==> config.mk <==
export PLATFORM = sky130hd
export DESIGN_NAME = fwd_scoreboard_flat
export DESIGN_NICKNAME = d
export VERILOG_FILES = /design/src/rtl/fwd_scoreboard_if.sv /design/src/rtl/fwd_scoreboard.sv /design/src/flat_wrapper.sv
export SDC_FILE = /design/constraint.sdc
export NUM_CORES = 1
export LEC_CHECK = 0
export ABC_AREA = 1
export BUFFER_PORTS_ARGS = -buffer_cell sky130_fd_sc_hd__buf_2
export CAP_MARGIN = 40
export CORE_MARGIN = 5
export CORE_UTILIZATION = 40
export DETAILED_ROUTE_END_ITERATION = 12
export PLACE_DENSITY = 0.72
export SYNTH_ARGS = -nofsm -noshare
export SYNTH_HDL_FRONTEND = slang
export SYNTH_SLANG_ARGS = --single-unit
==> constraint.sdc <==
create_clock -name clk -period 1.9 [get_ports clk]
set_input_delay 0.38 -clock clk [delete_from_list [all_inputs] [get_ports clk]]
set_output_delay 0.38 -clock clk [all_outputs]
set_load 0.01 [all_outputs]
==> src/rtl/fwd_scoreboard_if.sv <==
// ID/EX forwarding scoreboard bus: issue info, operand lookups, forwarded data and stall.
interface fwd_scoreboard_if #(
    parameter int XLEN    = 32,
    parameter int REGW    = 5,
    parameter int NUM_SRC = 2,
    parameter int DEPTH   = 3,
    parameter int CNTW    = 16
) ();
    logic                      adv;
    logic                      flush;
    logic                      id_valid;
    logic [REGW-1:0]           id_rd;
    logic                      id_rw;
    logic                      id_load;
    logic [NUM_SRC*REGW-1:0]   src_addr;
    logic [NUM_SRC-1:0]        src_en;
    logic [NUM_SRC*XLEN-1:0]   src_rf_data;
    logic [DEPTH*XLEN-1:0]     stage_result;
    logic [NUM_SRC*XLEN-1:0]   src_data;
    logic [NUM_SRC-1:0]        src_hit;
    logic                      stall;
    logic [CNTW-1:0]           stall_cnt;

    modport master (
        output adv, flush, id_valid, id_rd, id_rw, id_load,
        output src_addr, src_en, src_rf_data, stage_result,
        input  src_data, src_hit, stall, stall_cnt
    );

    modport slave (
        input  adv, flush, id_valid, id_rd, id_rw, id_load,
        input  src_addr, src_en, src_rf_data, stage_result,
        output src_data, src_hit, stall, stall_cnt
    );
endinterface

==> src/rtl/fwd_scoreboard.sv <==
// Tracks in-flight destination registers after ID, forwards the youngest ready
// producer to each source operand and raises the load-use stall.
module fwd_scoreboard #(
    parameter int XLEN     = 32,
    parameter int REGW     = 5,
    parameter int NUM_SRC  = 2,
    parameter int DEPTH    = 3,
    parameter int LOAD_LAT = 2,
    parameter int CNTW     = 16
) (
    input  logic              clk,
    input  logic              rst_n,
    fwd_scoreboard_if.slave   bus
);

    logic [DEPTH-1:0]             ent_v;
    logic [DEPTH-1:0]             ent_ld;
    logic [DEPTH-1:0][REGW-1:0]   ent_rd;
    logic [CNTW-1:0]              stall_cnt_q;

    logic [NUM_SRC*XLEN-1:0]      src_data_c;
    logic [NUM_SRC-1:0]           src_hit_c;
    logic [NUM_SRC-1:0]           src_wait;
    logic                         stall_c;
    logic                         ent_in_v;

    // Walk oldest to youngest so the youngest match overwrites any older one,
    // including the case where a younger not-ready load hides an older ready result.
    always_comb begin
        src_data_c = bus.src_rf_data;
        src_hit_c  = '0;
        src_wait   = '0;
        for (int s = 0; s < NUM_SRC; s++) begin
            for (int i = DEPTH - 1; i >= 0; i--) begin
                if (bus.src_en[s] && (bus.src_addr[s*REGW +: REGW] != '0) &&
                    ent_v[i] && (ent_rd[i] != '0) &&
                    (ent_rd[i] == bus.src_addr[s*REGW +: REGW])) begin
                    if (!ent_ld[i] || (i >= LOAD_LAT)) begin
                        src_data_c[s*XLEN +: XLEN] = bus.stage_result[i*XLEN +: XLEN];
                        src_hit_c[s]               = 1'b1;
                        src_wait[s]                = 1'b0;
                    end else begin
                        src_data_c[s*XLEN +: XLEN] = bus.src_rf_data[s*XLEN +: XLEN];
                        src_hit_c[s]               = 1'b0;
                        src_wait[s]                = 1'b1;
                    end
                end
            end
        end
    end

    assign stall_c  = |src_wait;
    assign ent_in_v = bus.id_valid & bus.id_rw & (bus.id_rd != '0) & ~stall_c & ~bus.flush;

    always_ff @(posedge clk or negedge rst_n) begin
        if (!rst_n) begin
            ent_v       <= '0;
            ent_ld      <= '0;
            ent_rd      <= '0;
            stall_cnt_q <= '0;
        end else if (bus.adv) begin
            for (int i = DEPTH - 1; i > 0; i--) begin
                ent_v[i]  <= ent_v[i-1];
                ent_ld[i] <= ent_ld[i-1];
                ent_rd[i] <= ent_rd[i-1];
            end
            ent_v[0]  <= ent_in_v;
            ent_ld[0] <= bus.id_load;
            ent_rd[0] <= bus.id_rd;
            if (stall_c && (stall_cnt_q != '1)) begin
                stall_cnt_q <= stall_cnt_q + CNTW'(1);
            end
        end
    end

    assign bus.src_data  = src_data_c;
    assign bus.src_hit   = src_hit_c;
    assign bus.stall     = stall_c;
    assign bus.stall_cnt = stall_cnt_q;

endmodule

==> src/flat_wrapper.sv <==
// flat-port wrapper written by rule: the top's interface ports become plain ports
module fwd_scoreboard_flat 
#(
    parameter int XLEN     = 32,
    parameter int REGW     = 5,
    parameter int NUM_SRC  = 2,
    parameter int DEPTH    = 3,
    parameter int LOAD_LAT = 2,
    parameter int CNTW     = 16
)
  (clk, rst_n, bus_adv, bus_flush, bus_id_valid, bus_id_rd, bus_id_rw, bus_id_load, bus_src_addr, bus_src_en, bus_src_rf_data, bus_stage_result, bus_src_data, bus_src_hit, bus_stall, bus_stall_cnt);
  fwd_scoreboard_if #(.XLEN(XLEN), .REGW(REGW), .NUM_SRC(NUM_SRC), .DEPTH(DEPTH), .CNTW(CNTW)) bus_i ();
  input  logic clk;
  input  logic rst_n;
  input wire logic [$bits(bus_i.adv)-1:0] bus_adv;
  input wire logic [$bits(bus_i.flush)-1:0] bus_flush;
  input wire logic [$bits(bus_i.id_valid)-1:0] bus_id_valid;
  input wire logic [$bits(bus_i.id_rd)-1:0] bus_id_rd;
  input wire logic [$bits(bus_i.id_rw)-1:0] bus_id_rw;
  input wire logic [$bits(bus_i.id_load)-1:0] bus_id_load;
  input wire logic [$bits(bus_i.src_addr)-1:0] bus_src_addr;
  input wire logic [$bits(bus_i.src_en)-1:0] bus_src_en;
  input wire logic [$bits(bus_i.src_rf_data)-1:0] bus_src_rf_data;
  input wire logic [$bits(bus_i.stage_result)-1:0] bus_stage_result;
  output wire logic [$bits(bus_i.src_data)-1:0] bus_src_data;
  output wire logic [$bits(bus_i.src_hit)-1:0] bus_src_hit;
  output wire logic [$bits(bus_i.stall)-1:0] bus_stall;
  output wire logic [$bits(bus_i.stall_cnt)-1:0] bus_stall_cnt;
  assign bus_i.adv = bus_adv;
  assign bus_i.flush = bus_flush;
  assign bus_i.id_valid = bus_id_valid;
  assign bus_i.id_rd = bus_id_rd;
  assign bus_i.id_rw = bus_id_rw;
  assign bus_i.id_load = bus_id_load;
  assign bus_i.src_addr = bus_src_addr;
  assign bus_i.src_en = bus_src_en;
  assign bus_i.src_rf_data = bus_src_rf_data;
  assign bus_i.stage_result = bus_stage_result;
  assign bus_src_data = bus_i.src_data;
  assign bus_src_hit = bus_i.src_hit;
  assign bus_stall = bus_i.stall;
  assign bus_stall_cnt = bus_i.stall_cnt;
  fwd_scoreboard #(.XLEN(XLEN), .REGW(REGW), .NUM_SRC(NUM_SRC), .DEPTH(DEPTH), .LOAD_LAT(LOAD_LAT), .CNTW(CNTW)) u_core (.clk(clk), .rst_n(rst_n), .bus(bus_i));
endmodule
== Word level (Yosys, flattened, before mapping) ==
Index checks and enable logic that the tools add are counted.

* Register bits: 36
* Bits in latches: 0
* RAM bits: 0
* ROM bits: 0
* Bits of input ports: 184
* Output and inout port bits: 83
* Logic and storage cells: 73
* Memories kept: 0

* $add $sub $neg: 1
* Multipliers: 0
* Divide/modulo/power cells: 0
* $lt $le $gt $ge: 0
* Eq/ne operators: 7
* Shift operators: 0
* Muxes and demuxes: 24
* Bitwise gates (word level): 6
* Reduce and logical (&&, ||, !) cells: 29

{| class="wikitable"
|+ Operator list
! operator !! number
|-
| $mux 32 || 10
|-
| $eq 5x5->1 || 6
|-
| $reduce_bool 5->1 || 6
|-
| $logic_and 1x1->1 || 21
|-
| $add 16x1->16 const B || 1
|-
| $ne 16x16->1 const B || 1
|-
| $mux 1 || 14
|-
| $and 1x1->1 || 4
|-
| $not 1->1 || 2
|-
| $reduce_and 2->1 || 1
|-
| $reduce_or 2->1 || 1
|}

== Depth between registers and ports, before layout ==
* Depth after elaboration: 11
* Depth in mapped cells: 14
* Mapped depth without buffers: 13

== Least setup slack after synthesis ==
OpenSTA, ideal clock, no wires.

* Kind: flip-flop to output port
* Start: reg u_core.ent_rd[9] (netlist name)
* End: out bus_src_data[44]
* Data arrival time: 1,545 ps
* Setup slack: -25 ps
* Stages on the path, launching flop included: 11
* Path buffers: 1
* Cells stage by stage: dfrtp_1 inv_1 nand3_1 nor2_1 nor2_1 nand3_1 clkbuf_1 nand3_1 o21ai_1 nand2_1 nand2_1

* Cells in the longest elaborated chain, start to end: 5
* Elaborated cells on any way between the ends: 6
* Those cells by class: 1 x eq/ne; 2 x mux; 3 x reduce/logical

{| class="wikitable"
|+ Ends and longest elaborated chain
! element !! RTL line !! text
|-
| start: declaration || fwd_scoreboard.sv:18 || <nowiki>logic [DEPTH-1:0][REGW-1:0] ent_rd;</nowiki>
|-
| start signal: indexed assignment || fwd_scoreboard.sv:65 || <nowiki>ent_rd[i] <= ent_rd[i-1];</nowiki>
|-
| $reduce_bool 5->1 || fwd_scoreboard.sv:36 || <nowiki>ent_v[i] && (ent_rd[i] != '0) &&</nowiki>
|-
| $logic_and 1x1->1 || fwd_scoreboard.sv:36 ||
|-
| $logic_and 1x1->1 (*) || fwd_scoreboard.sv:36 ||
|-
| $mux 32 (*) (2 in series) || fwd_scoreboard.sv:35 || <nowiki>if (bus.src_en[s] && (bus.src_addr[s*REGW +: REGW] != '0) &&</nowiki>
|-
| end: declaration || flat_wrapper.sv:25 || <nowiki>output wire logic [$bits(bus_i.src_data)-1:0] bus_src_data;</nowiki>
|}

Mark *: on every way between the ends. The rest lies on a longest branch, timed or not.

== Worst setup path in the final report ==
* Start: reg u_core.ent_rd[14] (netlist name)
* End: out bus_src_data[16]

* Cells in the longest elaborated chain, start to end: 6
* Elaborated cells on any way between the ends: 7
* Those cells by class: 1 x eq/ne; 3 x mux; 3 x reduce/logical

{| class="wikitable"
|+ Ends and longest elaborated chain
! element !! RTL line
|-
| $reduce_bool 5->1 || fwd_scoreboard.sv:36
|-
| $logic_and 1x1->1 || fwd_scoreboard.sv:36
|-
| $logic_and 1x1->1 (*) || fwd_scoreboard.sv:36
|-
| $mux 32 (*) (3 in series) || fwd_scoreboard.sv:35
|}

Marked as above.

==> summary.txt <==
Outcome
  – Status: finished, violations left
  – Failing checks: DRC, setup timing

Route
  – Routed Antenna Nets: 0
  – Post-route DRC violation count: 1
  – Vias/cell: 5.60
  – TritonRoute pass-1 iters: 12
  – Via count: 9,425
  – Routed WL: 29,600 um
  – DRT iter0 DRCs: 1,200
  – WL/cell: 17.6 um

Critical path
  – CP Max Fanout: 5
  – R2r startpoint: u_core.ent_rd[0]
  – R2r setup slk: -0.19 ns
  – CP Launch Type: flip-flop
  – Worst reg2reg endpoint: u_core.bus.stall_cnt[14]
  – Critical Path RT: around 1.5 ns
  – Crit. End Element: output pin
  – CP Class: flip-flop to output pin
  – Arrival @ worst endpoint: 2.17 ns
  – R2R cell count: 14

Floorplanning
  – Die width: approximately 130 um
  – Area of the core: ~0.015 mm^2
  – Rows: 45
  – # IOs: 267
  – Die Area: 0.0177 mm^2
  – Die Span Y: 133 um
  – Starting Density: 0.402

Clocking
  – CTS max path bufs: 2
  – Sinks on Clock Net: 36
  – CTS tree: built
  – Clk_lat worst skew: 0.28 ns
  – CTS Buf Count: 5
  – Clk root buf: clkbuf_16
  – H-tree levels: 2
  – Clock-pin transition on the worst setup and hold timing paths: 0.06 ns

Logic synthesis
  – Synth top area cells: nand2_1 (31%), dfrtp_1 (15%), nand3_1 (9.9%)
  – Most used DFF post-synth: dfrtp_1
  – Syn Nets: 1,380
  – Syn Inst Count: ~1,200
  – Synth warn: 0
  – Most frequent cell after synthesis: nand2_1
  – Yosys top cell area share: 0.315
  – Number of flops mapped to enable cells by yosys: 0
  – Synth Register Bits: 36
  – Mapped Area: 0.00604 mm^2
  – Avg Synthesized Cell Area: 5.06 um^2
  – Post-synth top cells: nand2_1 (507), inv_1 (135), nand3_1 (120)
  – Post-synth ARST share: 1.00
  – Synth cell types: 31
  – Post-synth top area cell: nand2_1
  – Sequential share of the synthesized area: 0.149

STA
  – Final Hold Viols: 0
  – Final setup viols: between 80 and 90
  – Setup slack after layout: -0.654 ns
  – Final Max Slew Viols: 0
  – Slew @ Worst Pin: 0.491 ns
  – Worst Skew: 0.00398 ns
  – Relative slew slack: 0.673
  – Period utilisation layout: 1.34
  – Setup_tns: -41.08 ns
  – Min Tclk post-route: 2.55 ns
  – Peak Freq: 392 MHz
  – Hold WS: 0.318 ns
  – RSZ-0062 raised after global routing: true

Hold path
  – HP Class: input pin to flip-flop
  – Hold Crit Start: bus_id_rd[3]
  – Worst Hold Path Cells: 3
  – Hold Path End: u_core.ent_rd[3]

Place
  – Placed insts: 1,657
  – Port Buffers: 266
  – Hpwl dp: ~21,000 um
  – Final GP Congestion: just under 1

Job
  – Max cap viols: 0

Power and ir drop
  – LEAKAGE: 5.35 nW
  – Clock network fraction of total power: 0.236
  – Share of power burned in registers: 0.240
  – Combinational share of power: 0.524
  – Internal power: 2.10 mW
  – Switching part of the total: 0.423
  – PD cells: about 400 mW/mm^2
  – Psw: 1.54 mW
  – Power consumption: 3.63 mW
  – Maximum vdd drop: 0.000479 V

Global route
  – Total track usage: 0.307
  – Largest net degree at the start of global routing: 66
  – Grt ovf: 0
  – First-pass GRT wire length: 45,100 um
  – Vias in the first global route: 8,802
  – Initial antenna violation count: 3

Finish
  – FILL cells: ~1,500
  – Layout Nets: 1,678
  – Synthesis-to-layout area growth: 51.8%
  – Final cell count without fillers: approximately 1,700
  – Layout cell share with drive strength beyond 1: 0.328
  – Final Util: 0.610
==> placed cells by master (no fill, tap or decap), types with 18 or more instances in the layout <==
cell type,count
nand2_2,27
a21oi_1,65
buf_6,25
buf_4,62
inv_1,126
inv_2,18
o21ai_0,54
o21ai_1,33
dfrtp_1,35
nand4_1,88
buf_2,254
nand3_2,32
nand3_1,86
nand2_1,470
==> how the worst max path moves through the flow <==
stage / startpoint / cells after the start / slack (ns) / end
floorplan: u_core.ent_rd[9] / 8 / 0.0008 / bus_src_data[62]
global placement: bus_src_addr[3] / 11 / -0.41 / bus_src_data[6]
detailed placement: bus_src_addr[3] / 11 / -0.40 / bus_src_data[6]
CTS: u_core.ent_rd[14] / 13 / -0.56 / bus_src_data[5]
global route: u_core.ent_rd[14] / 13 / -0.72 / bus_src_data[1]
finish: u_core.ent_rd[14] / 13 / -0.65 / bus_src_data[16]
==> state kept, by name, indices dropped and copies added, names as in the netlist <==
name                  flops
u_core.ent_v              3
u_core.bus.stall_cnt     16
u_core.ent_rd            15
u_core.ent_ld             2
==> through the flow <==
step,area (um^2),setup WS [ns]
after floorplan,6040,0.000764
after global placement,8140,-0.408
after detailed placement,8140,-0.405
after CTS,8850,-0.561
after global routing,9170,-0.723
final,9170,-0.654
==> power groups by stage <==
stage / Clock (mW) / Combinational (mW) / Sequential [mW]
after global routing: 0.900 / 2.06 / 0.879
after detailed placement: 0 / 1.65 / 0.881
after floorplan: 0 / 0.858 / 0.876
after global placement: 0 / 1.64 / 0.879
after CTS: 0.863 / 1.80 / 0.870
final: 0.859 / 1.90 / 0.872
==> routing by layer <==
layer / up-vias / GRT usage / routed length [um]
li1: 4466 / - / -
met1: 4179 / 0.385 / 11400
met2: 645 / 0.510 / 13800
met3: 129 / 0.0620 / 3110
met4: 6 / 0.137 / 1330
met5: - / 0 / 23
==> critical path, cell delays in order (launching register included) <==
cell and delay (ns):
dfrtp_1 0.41, buf_6 0.15, nand2_4 0.08, nand3_4 0.08, nor3_4 0.22, buf_6 0.13, nand3_4 0.11, buf_12 0.17
buf_16 0.14, nand2_4 0.05, nand3_2 0.06, nand3_2 0.08, nand2_1 0.06, buf_2 0.14
==> cell type report <==
| type | instances | area (um^2) | area share |
|---|---|---|---|
| antenna | 1 | 2.50 | 0.000273 |
| sequential | 36 | 902 | 0.0983 |
| multi-input combinational | 935 | 4710 | 0.514 |
| clock buffer | 7 | 143 | 0.0156 |
| inverter | 145 | 544 | 0.0593 |
| timing repair buffer | 370 | 2630 | 0.286 |
| tap | 188 | 235 | 0.0256 |
| clock inverter | 1 | 7.51 | 0.000818 |
==> logic make-up (layout without fill, tap and decap cells) <==
group                      after synthesis  count (layout)  share of synthesized area
buffers and inverters                  224             523                      0.145
AOI/OAI and AO/OA                      162             162                      0.137
other                                    0               1                          0
DFF                                     36              36                      0.149
adders and majority gates                1               1                    0.00207
xor gates and xnor gates                15              15                     0.0217
and+or+nand+nor                        757             757                      0.545
==> repair_timing <==
action | CTS | global route
pin swaps | 32 | 33
hold endpoints to repair | 10 | 0
cloned | 6 | 3
endpoints found under the setup margin | 84 | 84
resized for setup | 94 | 68
setup buffers | 8 | 2
hold buffers | 1 | 0
No activity file was read; power rests on OpenSTA's default activity.
